<file path="src/rtl/stream_arbiter_pkg.sv">
// Shared definitions for the stream arbiter: FSM encoding and a width helper.
package stream_arbiter_pkg;

    localparam logic ST_IDLE_ENC = 1'b0;
    localparam logic ST_BUSY_ENC = 1'b1;

    typedef enum logic {
        ST_IDLE = ST_IDLE_ENC,
        ST_BUSY = ST_BUSY_ENC
    } arb_state_t;

    // Index width for n items, never below 1 so a 2-port arbiter still has an id bit.
    function automatic int clog2(input int n);
        int w;
        w = 1;
        while ((1 << w) < n) w++;
        return w;
    endfunction

endpackage

</file>
<file path="src/rtl/stream_arbiter_if.sv">
// Bundled input/output stream handshake of the arbiter.
interface stream_arbiter_if
    import stream_arbiter_pkg::*;
#(
    parameter int DATA_WIDTH = 32,
    parameter int NUM_PORTS  = 4
);
    localparam int ID_W = clog2(NUM_PORTS);

    logic [NUM_PORTS*DATA_WIDTH-1:0] in_data;
    logic [NUM_PORTS-1:0]            in_last;
    logic [NUM_PORTS-1:0]            in_valid;
    logic [NUM_PORTS-1:0]            in_ready;
    logic [DATA_WIDTH-1:0]           out_data;
    logic                            out_last;
    logic [ID_W-1:0]                 out_id;
    logic                            out_valid;
    logic                            out_ready;

    modport slave (
        input  in_data, in_last, in_valid, out_ready,
        output in_ready, out_data, out_last, out_id, out_valid
    );

    modport master (
        output in_data, in_last, in_valid, out_ready,
        input  in_ready, out_data, out_last, out_id, out_valid
    );

endinterface

</file>
<file path="src/rtl/stream_arbiter_rr_select.sv">
// Round-robin pick: first set request bit searching circularly from rr_ptr+1.
module stream_arbiter_rr_select
    import stream_arbiter_pkg::*;
#(
    parameter int NUM_PORTS = 4
) (
    input  logic [NUM_PORTS-1:0]        req,
    input  logic [clog2(NUM_PORTS)-1:0] rr_ptr,
    output logic [clog2(NUM_PORTS)-1:0] next,
    output logic                        any
);
    localparam int ID_W = clog2(NUM_PORTS);
    localparam int DW   = clog2(2 * NUM_PORTS);

    logic [2*NUM_PORTS-1:0] req_dbl;
    logic [NUM_PORTS-1:0]   rot;
    logic [ID_W-1:0]        start;
    logic [ID_W-1:0]        offset;
    logic [ID_W:0]          sum;

    assign req_dbl = {req, req};
    assign start   = (rr_ptr == ID_W'(NUM_PORTS - 1)) ? '0 : rr_ptr + ID_W'(1);

    // Doubling the vector turns the circular search into a plain window select.
    always_comb begin
        rot = '0;
        for (int i = 0; i < NUM_PORTS; i++) begin
            rot[i] = req_dbl[DW'(start) + DW'(i)];
        end
    end

    always_comb begin
        any    = 1'b0;
        offset = '0;
        for (int i = NUM_PORTS - 1; i >= 0; i--) begin
            if (rot[i]) begin
                any    = 1'b1;
                offset = ID_W'(i);
            end
        end
    end

    assign sum  = {1'b0, start} + {1'b0, offset};
    assign next = (sum >= (ID_W+1)'(NUM_PORTS)) ? ID_W'(sum - (ID_W+1)'(NUM_PORTS)) : ID_W'(sum);

endmodule

</file>
<file path="src/rtl/stream_arbiter.sv">
// Round-robin stream arbiter: NUM_PORTS inputs share one output, optionally holding
// the grant for a whole packet.
//   state   | meaning
//   IDLE    | no grant; outputs quiet, waiting for any eligible request
//   BUSY    | grant_q owns the output; data/valid/last pass straight through
module stream_arbiter
    import stream_arbiter_pkg::*;
#(
    parameter int DATA_WIDTH  = 32,
    parameter int NUM_PORTS   = 4,
    parameter bit PACKET_MODE = 1'b1
) (
    input  logic                 aclk,
    input  logic                 aresetn,
    input  logic [NUM_PORTS-1:0] cfg_mask,
    stream_arbiter_if.slave      bus
);
    localparam int ID_W = clog2(NUM_PORTS);

    arb_state_t            state_q, state_d;
    logic [ID_W-1:0]       grant_q, grant_d;
    logic [ID_W-1:0]       rr_ptr_q, rr_ptr_d;
    logic [ID_W-1:0]       next_idx;
    logic                  next_any;
    logic [NUM_PORTS-1:0]  req;
    logic [DATA_WIDTH-1:0] sel_data;
    logic                  sel_valid;
    logic                  sel_last;
    logic                  grant_done;

    assign req = bus.in_valid & cfg_mask;

    stream_arbiter_rr_select #(
        .NUM_PORTS (NUM_PORTS)
    ) u_rr_select (
        .req    (req),
        .rr_ptr (rr_ptr_q),
        .next   (next_idx),
        .any    (next_any)
    );

    always_comb begin
        sel_data  = '0;
        sel_valid = 1'b0;
        sel_last  = 1'b0;
        for (int i = 0; i < NUM_PORTS; i++) begin
            if (grant_q == ID_W'(i)) begin
                sel_data  = bus.in_data[i*DATA_WIDTH +: DATA_WIDTH];
                sel_valid = bus.in_valid[i];
                sel_last  = bus.in_last[i];
            end
        end
    end

    assign grant_done = sel_valid && bus.out_ready && (sel_last || !PACKET_MODE);

    always_ff @(posedge aclk or negedge aresetn) begin
        if (!aresetn) begin
            state_q  <= ST_IDLE;
            grant_q  <= '0;
            rr_ptr_q <= ID_W'(NUM_PORTS - 1);
        end else begin
            state_q  <= state_d;
            grant_q  <= grant_d;
            rr_ptr_q <= rr_ptr_d;
        end
    end

    always_comb begin
        state_d       = state_q;
        grant_d       = grant_q;
        rr_ptr_d      = rr_ptr_q;
        bus.out_valid = 1'b0;
        bus.out_data  = '0;
        bus.out_last  = 1'b0;
        bus.out_id    = '0;
        bus.in_ready  = '0;
        case (state_q)
            ST_IDLE: begin
                if (next_any) begin
                    grant_d  = next_idx;
                    rr_ptr_d = next_idx;
                    state_d  = ST_BUSY;
                end
            end
            ST_BUSY: begin
                bus.out_valid = sel_valid;
                bus.out_data  = sel_data;
                bus.out_last  = sel_last;
                bus.out_id    = grant_q;
                for (int i = 0; i < NUM_PORTS; i++) begin
                    if (grant_q == ID_W'(i)) bus.in_ready[i] = bus.out_ready;
                end
                // The finishing input stays in req, so it competes last but is not excluded.
                if (grant_done) begin
                    if (next_any) begin
                        grant_d  = next_idx;
                        rr_ptr_d = next_idx;
                    end else begin
                        state_d = ST_IDLE;
                    end
                end
            end
            default: state_d = ST_IDLE;
        endcase
    end

endmodule
</file>
<file path="src/flat_wrapper.sv">
// flat-port wrapper written by rule: the top's interface ports become plain ports
module stream_arbiter_flat import stream_arbiter_pkg::*;
#(
    parameter int DATA_WIDTH  = 32,
    parameter int NUM_PORTS   = 4,
    parameter bit PACKET_MODE = 1'b1
)
  (aclk, aresetn, cfg_mask, bus_in_data, bus_in_last, bus_in_valid, bus_out_ready, bus_in_ready, bus_out_data, bus_out_last, bus_out_id, bus_out_valid);
  stream_arbiter_if #(.DATA_WIDTH(DATA_WIDTH), .NUM_PORTS(NUM_PORTS)) bus_i ();
  input  logic aclk;
  input  logic aresetn;
  input  logic [NUM_PORTS-1:0] cfg_mask;
  input wire logic [$bits(bus_i.in_data)-1:0] bus_in_data;
  input wire logic [$bits(bus_i.in_last)-1:0] bus_in_last;
  input wire logic [$bits(bus_i.in_valid)-1:0] bus_in_valid;
  input wire logic [$bits(bus_i.out_ready)-1:0] bus_out_ready;
  output wire logic [$bits(bus_i.in_ready)-1:0] bus_in_ready;
  output wire logic [$bits(bus_i.out_data)-1:0] bus_out_data;
  output wire logic [$bits(bus_i.out_last)-1:0] bus_out_last;
  output wire logic [$bits(bus_i.out_id)-1:0] bus_out_id;
  output wire logic [$bits(bus_i.out_valid)-1:0] bus_out_valid;
  assign bus_i.in_data = bus_in_data;
  assign bus_i.in_last = bus_in_last;
  assign bus_i.in_valid = bus_in_valid;
  assign bus_i.out_ready = bus_out_ready;
  assign bus_in_ready = bus_i.in_ready;
  assign bus_out_data = bus_i.out_data;
  assign bus_out_last = bus_i.out_last;
  assign bus_out_id = bus_i.out_id;
  assign bus_out_valid = bus_i.out_valid;
  stream_arbiter #(.DATA_WIDTH(DATA_WIDTH), .NUM_PORTS(NUM_PORTS), .PACKET_MODE(PACKET_MODE)) u_core (.aclk(aclk), .aresetn(aresetn), .cfg_mask(cfg_mask), .bus(bus_i));
endmodule
</file>
<file path="config.mk">
export PLATFORM = sky130hd
export DESIGN_NAME = stream_arbiter_flat
export DESIGN_NICKNAME = d
export VERILOG_FILES = /design/src/rtl/stream_arbiter_pkg.sv /design/src/rtl/stream_arbiter_if.sv /design/src/rtl/stream_arbiter_rr_select.sv /design/src/rtl/stream_arbiter.sv /design/src/flat_wrapper.sv
export SDC_FILE = /design/constraint.sdc
export NUM_CORES = 1
export LEC_CHECK = 0
export BUFFER_PORTS_ARGS = -buffer_cell sky130_fd_sc_hd__buf_2
export CORE_AREA = 2 2 70 72
export CTS_CLUSTER_SIZE = 40
export DETAILED_ROUTE_END_ITERATION = 10
export DIE_AREA = 0 0 72 74
export MAX_ROUTING_LAYER = met4
export PLACE_DENSITY = 0.79
export RECOVER_POWER = 50
export SYNTH_ARGS = -nofsm -noshare
export SYNTH_HDL_FRONTEND = slang
export SYNTH_SLANG_ARGS = --single-unit
</file>
<file path="constraint.sdc">
create_clock -name aclk -period 4.5 [get_ports aclk]
set_input_delay 1.125 -clock aclk [delete_from_list [all_inputs] [get_ports aclk]]
set_output_delay 1.125 -clock aclk [all_outputs]
set_load 0.01 [all_outputs]
</file>
==> impl_metrics.tcl, run 1 <==
set metrics [dict create \
    cts_setup_buffers 0 \
    die_y_um 74 \
    whs_ns 0.526 \
    drt-vias-per-instance 5.02 \
    syn_nets 283 \
    n_antenna_cell 0 \
    fin_util_pct 52.6 \
    die_x_um 72 \
    yosys_warnings 0 \
    detail-route-antenna-nets 0 \
    ir_drop_uv 297 \
    avgSynthCellArea_um2 10.9 \
    finish.instance_area_um2 2420 \
    hold_class "reg -> reg" \
    grt_pass1_vias 1763 \
    relSlewSlack_pct 11.5 \
    grt_pass1_wl_mm 8.84 \
    cts-root-buf "clkbuf_8" \
    cts.sinks 5 \
    fin_crit_ns 3.63 \
    num_vias 1832 \
    cp_max_fo 40 \
    dieArea_um2 5330 \
    row_count 25 \
    synth_xor_area_share_pct 0 \
    dp_cells 361 \
    max_freq_mhz 276 \
    wl_mm 5.98 \
    syn_area_um2 1500 \
    antenna_found_initial 0 \
    endpoint_kind "output port" \
    cp_data_arrival_time_ns 2.50 \
    p_per_area_nw_per_um2 462 \
    finalMaxSlewViolations 0 \
    gp_congestion 0.827 \
    synthMuxAreaShare_pct 51.0 \
    tritoncts "built" \
    n_fill_cell 455 \
    fin_crit_sh_pct 80.6 \
    drc_errors 0 \
    initial_core_util_pct 32.6 \
    synthAdderAreaFrac_pct 1.67 \
    portBuffers 182 \
    rsz0062_at_grt "false" \
    clk_pin_slew_ns 0.04 \
    nNetsFinal 457 \
    hpwlAfterDp_mm 4.98 \
    h-tree-depth 1 \
    drv_cap 0 \
    fin_setup_tns_ns 0 \
    overflow 0 \
    crit_required_ns 3.38 \
    design.core.area_um2 4600 \
    syn_inst 138 \
    dr.first_iter.drc_count 43 \
    status "complete, no violations" \
    grt_usage_pct 22.1 \
    cts_buffer_depth 2 \
    fin_skew_ns 0.00661 \
    layout_setup_ws_ns 0.873 \
    synth-simple-area-share_pct 22.2 \
    finalNonFillerCells 365 \
    grt_start_max_net_pins 44 \
    yosysSeqAreaShare_pct 8.52 \
    dr.pass1.iters 4 \
    io_pins 183 \
    fin_total_pwr_mw 1.12 \
    cts_resized 0 \
    synth_top_family_by_area "multiplexers" \
    drive_above_1_share_pct 67.5 \
    critPathLaunchType "flop" \
    leakage_nw 1.18 \
    dp_slack_ns 1.38 \
    wire_per_inst_um 16.4 \
    hold_buffers 0 \
    synth_compound_area_share_pct 8.69 \
    cts_buffers 3 \
    hold_viol_final 0 \
    worstMarginPinSlew_ns 1.33 \
    synth_cell_types 34 \
    clk_latency_ns 0.23 \
    finalSetupViolCount 0 \
    syn_to_final_growth_pct 61.6 \
    ys_ff_latch 5 \
    postPlaceCellArea_um2 2400 \
    worstSetupPathType "reg -> out" \
]
## worst max-delay path, cell delays in order (launching register included)
cell      delay (ns)
dfrtp_2         0.33
clkbuf_2        0.96
mux4_2          0.64
and2_1          0.17
buf_2           0.14
## sequential cells by signal, summed over array words and instances, names as in the netlist
signal / flops
u_core.rr_ptr_q: 2
u_core.grant_q: 2
u_core.state_q: 1
## power breakdown
| part | switching [mW] | internal (mW) |
|---|---|---|
| Sequential | 0.0208 | 0.0680 |
| Combinational | 0.440 | 0.501 |
| Clock | 0.0271 | 0.0613 |
## synth_stat cells
| cell type | n | area [µm²] |
|---|---|---|
| and2_1 | 37 | 231 |
| mux4_2 | 33 | 743 |
| nand2_1 | 8 | 30.0 |
| inv_1 | 5 | 18.8 |
| buf_6 | 4 | 45.0 |
| clkbuf_1 | 4 | 15.0 |
| nor3_1 | 4 | 20.0 |
| o211ai_1 | 4 | 30.0 |
| buf_2 | 3 | 15.0 |
| dfrtp_1 | 3 | 75.1 |
| o21ai_0 | 3 | 15.0 |
| a21oi_1 | 2 | 10.0 |
| a32oi_1 | 2 | 17.5 |
| buf_1 | 2 | 7.51 |
| dfstp_2 | 2 | 52.6 |
| ha_1 | 2 | 25.0 |
| nor2_1 | 2 | 7.51 |
| o22ai_1 | 2 | 12.5 |
| a22o_1 | 1 | 8.76 |
| a2bb2oi_1 | 1 | 8.76 |
| and3_1 | 1 | 6.26 |
| and4_1 | 1 | 8.76 |
| buf_4 | 1 | 7.51 |
| clkbuf_2 | 1 | 5.00 |
| inv_2 | 1 | 3.75 |
| mux2_2 | 1 | 11.3 |
| mux2i_1 | 1 | 10.0 |
| nand3_1 | 1 | 5.00 |
| nor2b_1 | 1 | 6.26 |
| o211a_1 | 1 | 10.0 |
| o21a_1 | 1 | 7.51 |
| o311a_1 | 1 | 10.0 |
| or2_2 | 1 | 6.26 |
| or3_4 | 1 | 11.3 |
## layout make-up
class	instances	area [µm²]	area share, %
multi-input cells	112	1250	51.8
repair buffers	184	903	37.3
clock buffers	4	45.0	1.86
well taps	54	67.6	2.79
flip-flops and latches	5	129	5.33
inverters	6	22.5	0.931
## per-layer routing
| metal | share of wire (%) | vias up | GRT usage (%) |
|---|---|---|---|
| met5 | 0 | - | - |
| met4 | 0.84 | 0 | 6.08 |
| met3 | 6.7 | 4 | 3.39 |
| met2 | 54 | 74 | 38.1 |
| met1 | 39 | 870 | 27.3 |
| li1 | - | 884 | - |
## placed cells by master (no fill, tap or decap), drive strengths merged, types with 3 or more instances in the layout
cell type,n
nand2,8
and2,37
o211ai,4
mux4,33
buf,167
inv,6
dfrtp,3
nor3,4
clkbuf,21
o21ai,3
## cells by family after synthesis
group,count (synthesis)
and+or+nand+nor,57
buffers and inverters,21
DFF,5
adders and majority gates,2
AOI/OAI and AO/OA,18
muxes,35
## final timing paths
kind	start	end	slack [ns]	depth (start not counted)
hold reg to reg	u_core.rr_ptr_q[1]$_DFFE_PN1P_	u_core.rr_ptr_q[1]$_DFFE_PN1P_	0.53	2
setup / recovery	u_core.grant_q[0]$_DFFE_PN0P_	bus_out_last	0.87	4
hold / removal	u_core.rr_ptr_q[1]$_DFFE_PN1P_	u_core.rr_ptr_q[1]$_DFFE_PN1P_	0.53	2
max in group asynchronous	aresetn	u_core.rr_ptr_q[1]$_DFFE_PN1P_	3.48	1
min in group asynchronous	aresetn	u_core.grant_q[1]$_DFFE_PN0P_	0.74	1
setup reg to reg	u_core.grant_q[0]$_DFFE_PN0P_	u_core.rr_ptr_q[1]$_DFFE_PN1P_	1.90	5
Power figures use the tool's default switching activity.
==> run 2, diff against run 1 <==
CORE_AREA = default   (was 2 2 70 72)
CORE_UTILIZATION = 30   (was default)
DIE_AREA = default   (was 0 0 72 74)
PLACE_DENSITY = 0.76   (was 0.79)
clock period = 3.1 ns   (was 4.5 ns; I/O delays follow)
==> run 2 against run 1 <==
Effect of this change: power rose by 47%; critical endpoint is now bus_out_data[21]; clock power increased by 39%; worst hold slack worse by 0.12 ns; critical path type unchanged.
==> impl_metrics.tcl, run 2 (synthesis gave the netlist of run 1 again) <==
set metrics [dict create \
    status "complete, no violations" \
    finalNonFillerCells 380 \
    clk_latency_ns 0.23 \
    worstMarginPinSlew_ns 1.05 \
    die_y_um 72.7 \
    r2r_start "u_core.grant_q[0]$_DFFE_PN0P_" \
    fin_crit_sh_pct 84.7 \
    drv_cap 0 \
    p_int_mw 0.935 \
    clk_pin_slew_ns 0.04 \
    dp_cells 376 \
    gp_congestion 0.879 \
    antenna_found_initial 0 \
    cts-root-buf "clkbuf_8" \
    syn_to_final_growth_pct 64.9 \
    cts_resized 0 \
    wl_mm 5.74 \
    fin_skew_ns 0.00134 \
    cts_setup_buffers 0 \
    dieArea_um2 5280 \
    grt_pass1_wl_mm 8.29 \
    fin_setup_tns_ns 0 \
    dr.first_iter.drc_count 78 \
    tritoncts "built" \
    hold_class "in -> async" \
    p_seq_share_pct 9.7 \
    num_vias 1892 \
    crit_required_ns 2.32 \
    n_antenna_cell 0 \
    wire_per_inst_um 15.1 \
    relSlewSlack_pct 30.2 \
    design.core.area_um2 4750 \
    critPathLaunchType "flop" \
    portBuffers 182 \
    seq_area_um2 129 \
    power_frac_clock_pct 7.5 \
    nNetsFinal 459 \
    power_frac_comb_pct 82.8 \
    fin_crit_ns 2.63 \
    grt_pass1_vias 1824 \
    reg.largest.list "u_core.grant_q: 2 flops, u_core.rr_ptr_q: 2 flops, u_core.state_q: 1 flops" \
    io_pins 183 \
    final_cell_mix "169 x buf_2, 35 x and2_1, 33 x mux4_2, 14 x clkbuf_1, 8 x nand2_1" \
    finalSetupViolCount 0 \
    p_sw_mw 0.710 \
    finish.instance_area_um2 2470 \
    rsz0062_at_grt "false" \
    drc_errors 0 \
    postPlaceCellArea_um2 2440 \
    cts_buffers 3 \
    drt-vias-per-instance 4.98 \
    initial_core_util_pct 31.5 \
    h-tree-depth 1 \
    drive_above_1_share_pct 68.7 \
    finalMaxSlewViolations 0 \
    worstSetupPathType "reg -> out" \
    p_per_area_nw_per_um2 666 \
    switching_share_pct 43.1 \
    cp_max_fo 14 \
    detail-route-antenna-nets 0 \
    fin_total_pwr_mw 1.65 \
    multi_input_area_um2 1250 \
    hold_buffers 0 \
    layout_commonest_cell "buf_2" \
    cts.sinks 5 \
    grt_start_max_net_pins 44 \
    whs_ns 0.405 \
    cp_data_arrival_time_ns 1.85 \
    hold_viol_final 0 \
    endpoint_kind "output port" \
    dr.pass1.iters 6 \
    overflow 0 \
    max_freq_mhz 381 \
    n_fill_cell 480 \
    cts_buffer_depth 2 \
    setup.worst_path.start "u_core.grant_q[1]$_DFFE_PN0P_" \
    leakage_nw 1.21 \
    row_count 25 \
    grt_usage_pct 20.8 \
    hpwlAfterDp_mm 4.81 \
    ir_drop_uv 416 \
    die_x_um 72.7 \
]
-- run 2: worst max-delay path, cell delays in order (launching register included) --
cell	delay, ns
dfrtp_1	0.68
buf_4	0.31
mux4_2	0.31
and2_1	0.17
buf_2	0.14
-- run 2: power groups by stage --
stage / registers (mW) / clock network [mW] / logic, mW
3_3_place_gp: 0.159 / 0 / 1.36
5_1_grt: 0.169 / 0.131 / 1.47
3_5_place_dp: 0.161 / 0 / 1.40
2_1_floorplan: 0.111 / 0 / 1.02
6_report: 0.160 / 0.123 / 1.36
4_1_cts: 0.161 / 0.124 / 1.40
-- run 2: path summary, 6_finish.rpt --
path / slack [ns] / endpoint / cells after the start
min in group aclk: 0.51 / u_core.rr_ptr_q[1]$_DFFE_PN1P_ / 2
hold / removal: 0.40 / u_core.grant_q[0]$_DFFE_PN0P_ / 1
max in group asynchronous: 2.42 / u_core.rr_ptr_q[1]$_DFFE_PN1P_ / 1
setup / recovery: 0.47 / bus_out_data[21] / 4
setup reg to reg: 1.16 / u_core.grant_q[1]$_DFFE_PN0P_ / 5
hold reg to reg: 0.51 / u_core.rr_ptr_q[1]$_DFFE_PN1P_ / 2
-- run 2: area by class of cell --
cell class	count	share of cell area [%]
clock buffer	4	1.82
inverter	6	0.912
multi-input combinational	112	50.7
sequential	5	5.22
tap	67	3.39
timing repair buffer	186	37.9
-- run 2: through the flow --
step	utilization, %	worst slack [ns]
floorplan	-	0.874
global placement	51.3	0.679
detailed placement	51.3	0.677
CTS	52.3	0.440
global route	51.9	0.342
finish	51.9	0.475
-- run 2: layer usage --
| metal | routed length, µm | up-vias | GRT usage, % |
|---|---|---|---|
| met5 | 0 | - | - |
| met2 | 3080 | 107 | 38.4 |
| li1 | - | 886 | - |
| met4 | 129 | 0 | 7.19 |
| met3 | 512 | 17 | 5.80 |
| met1 | 2010 | 882 | 20.9 |
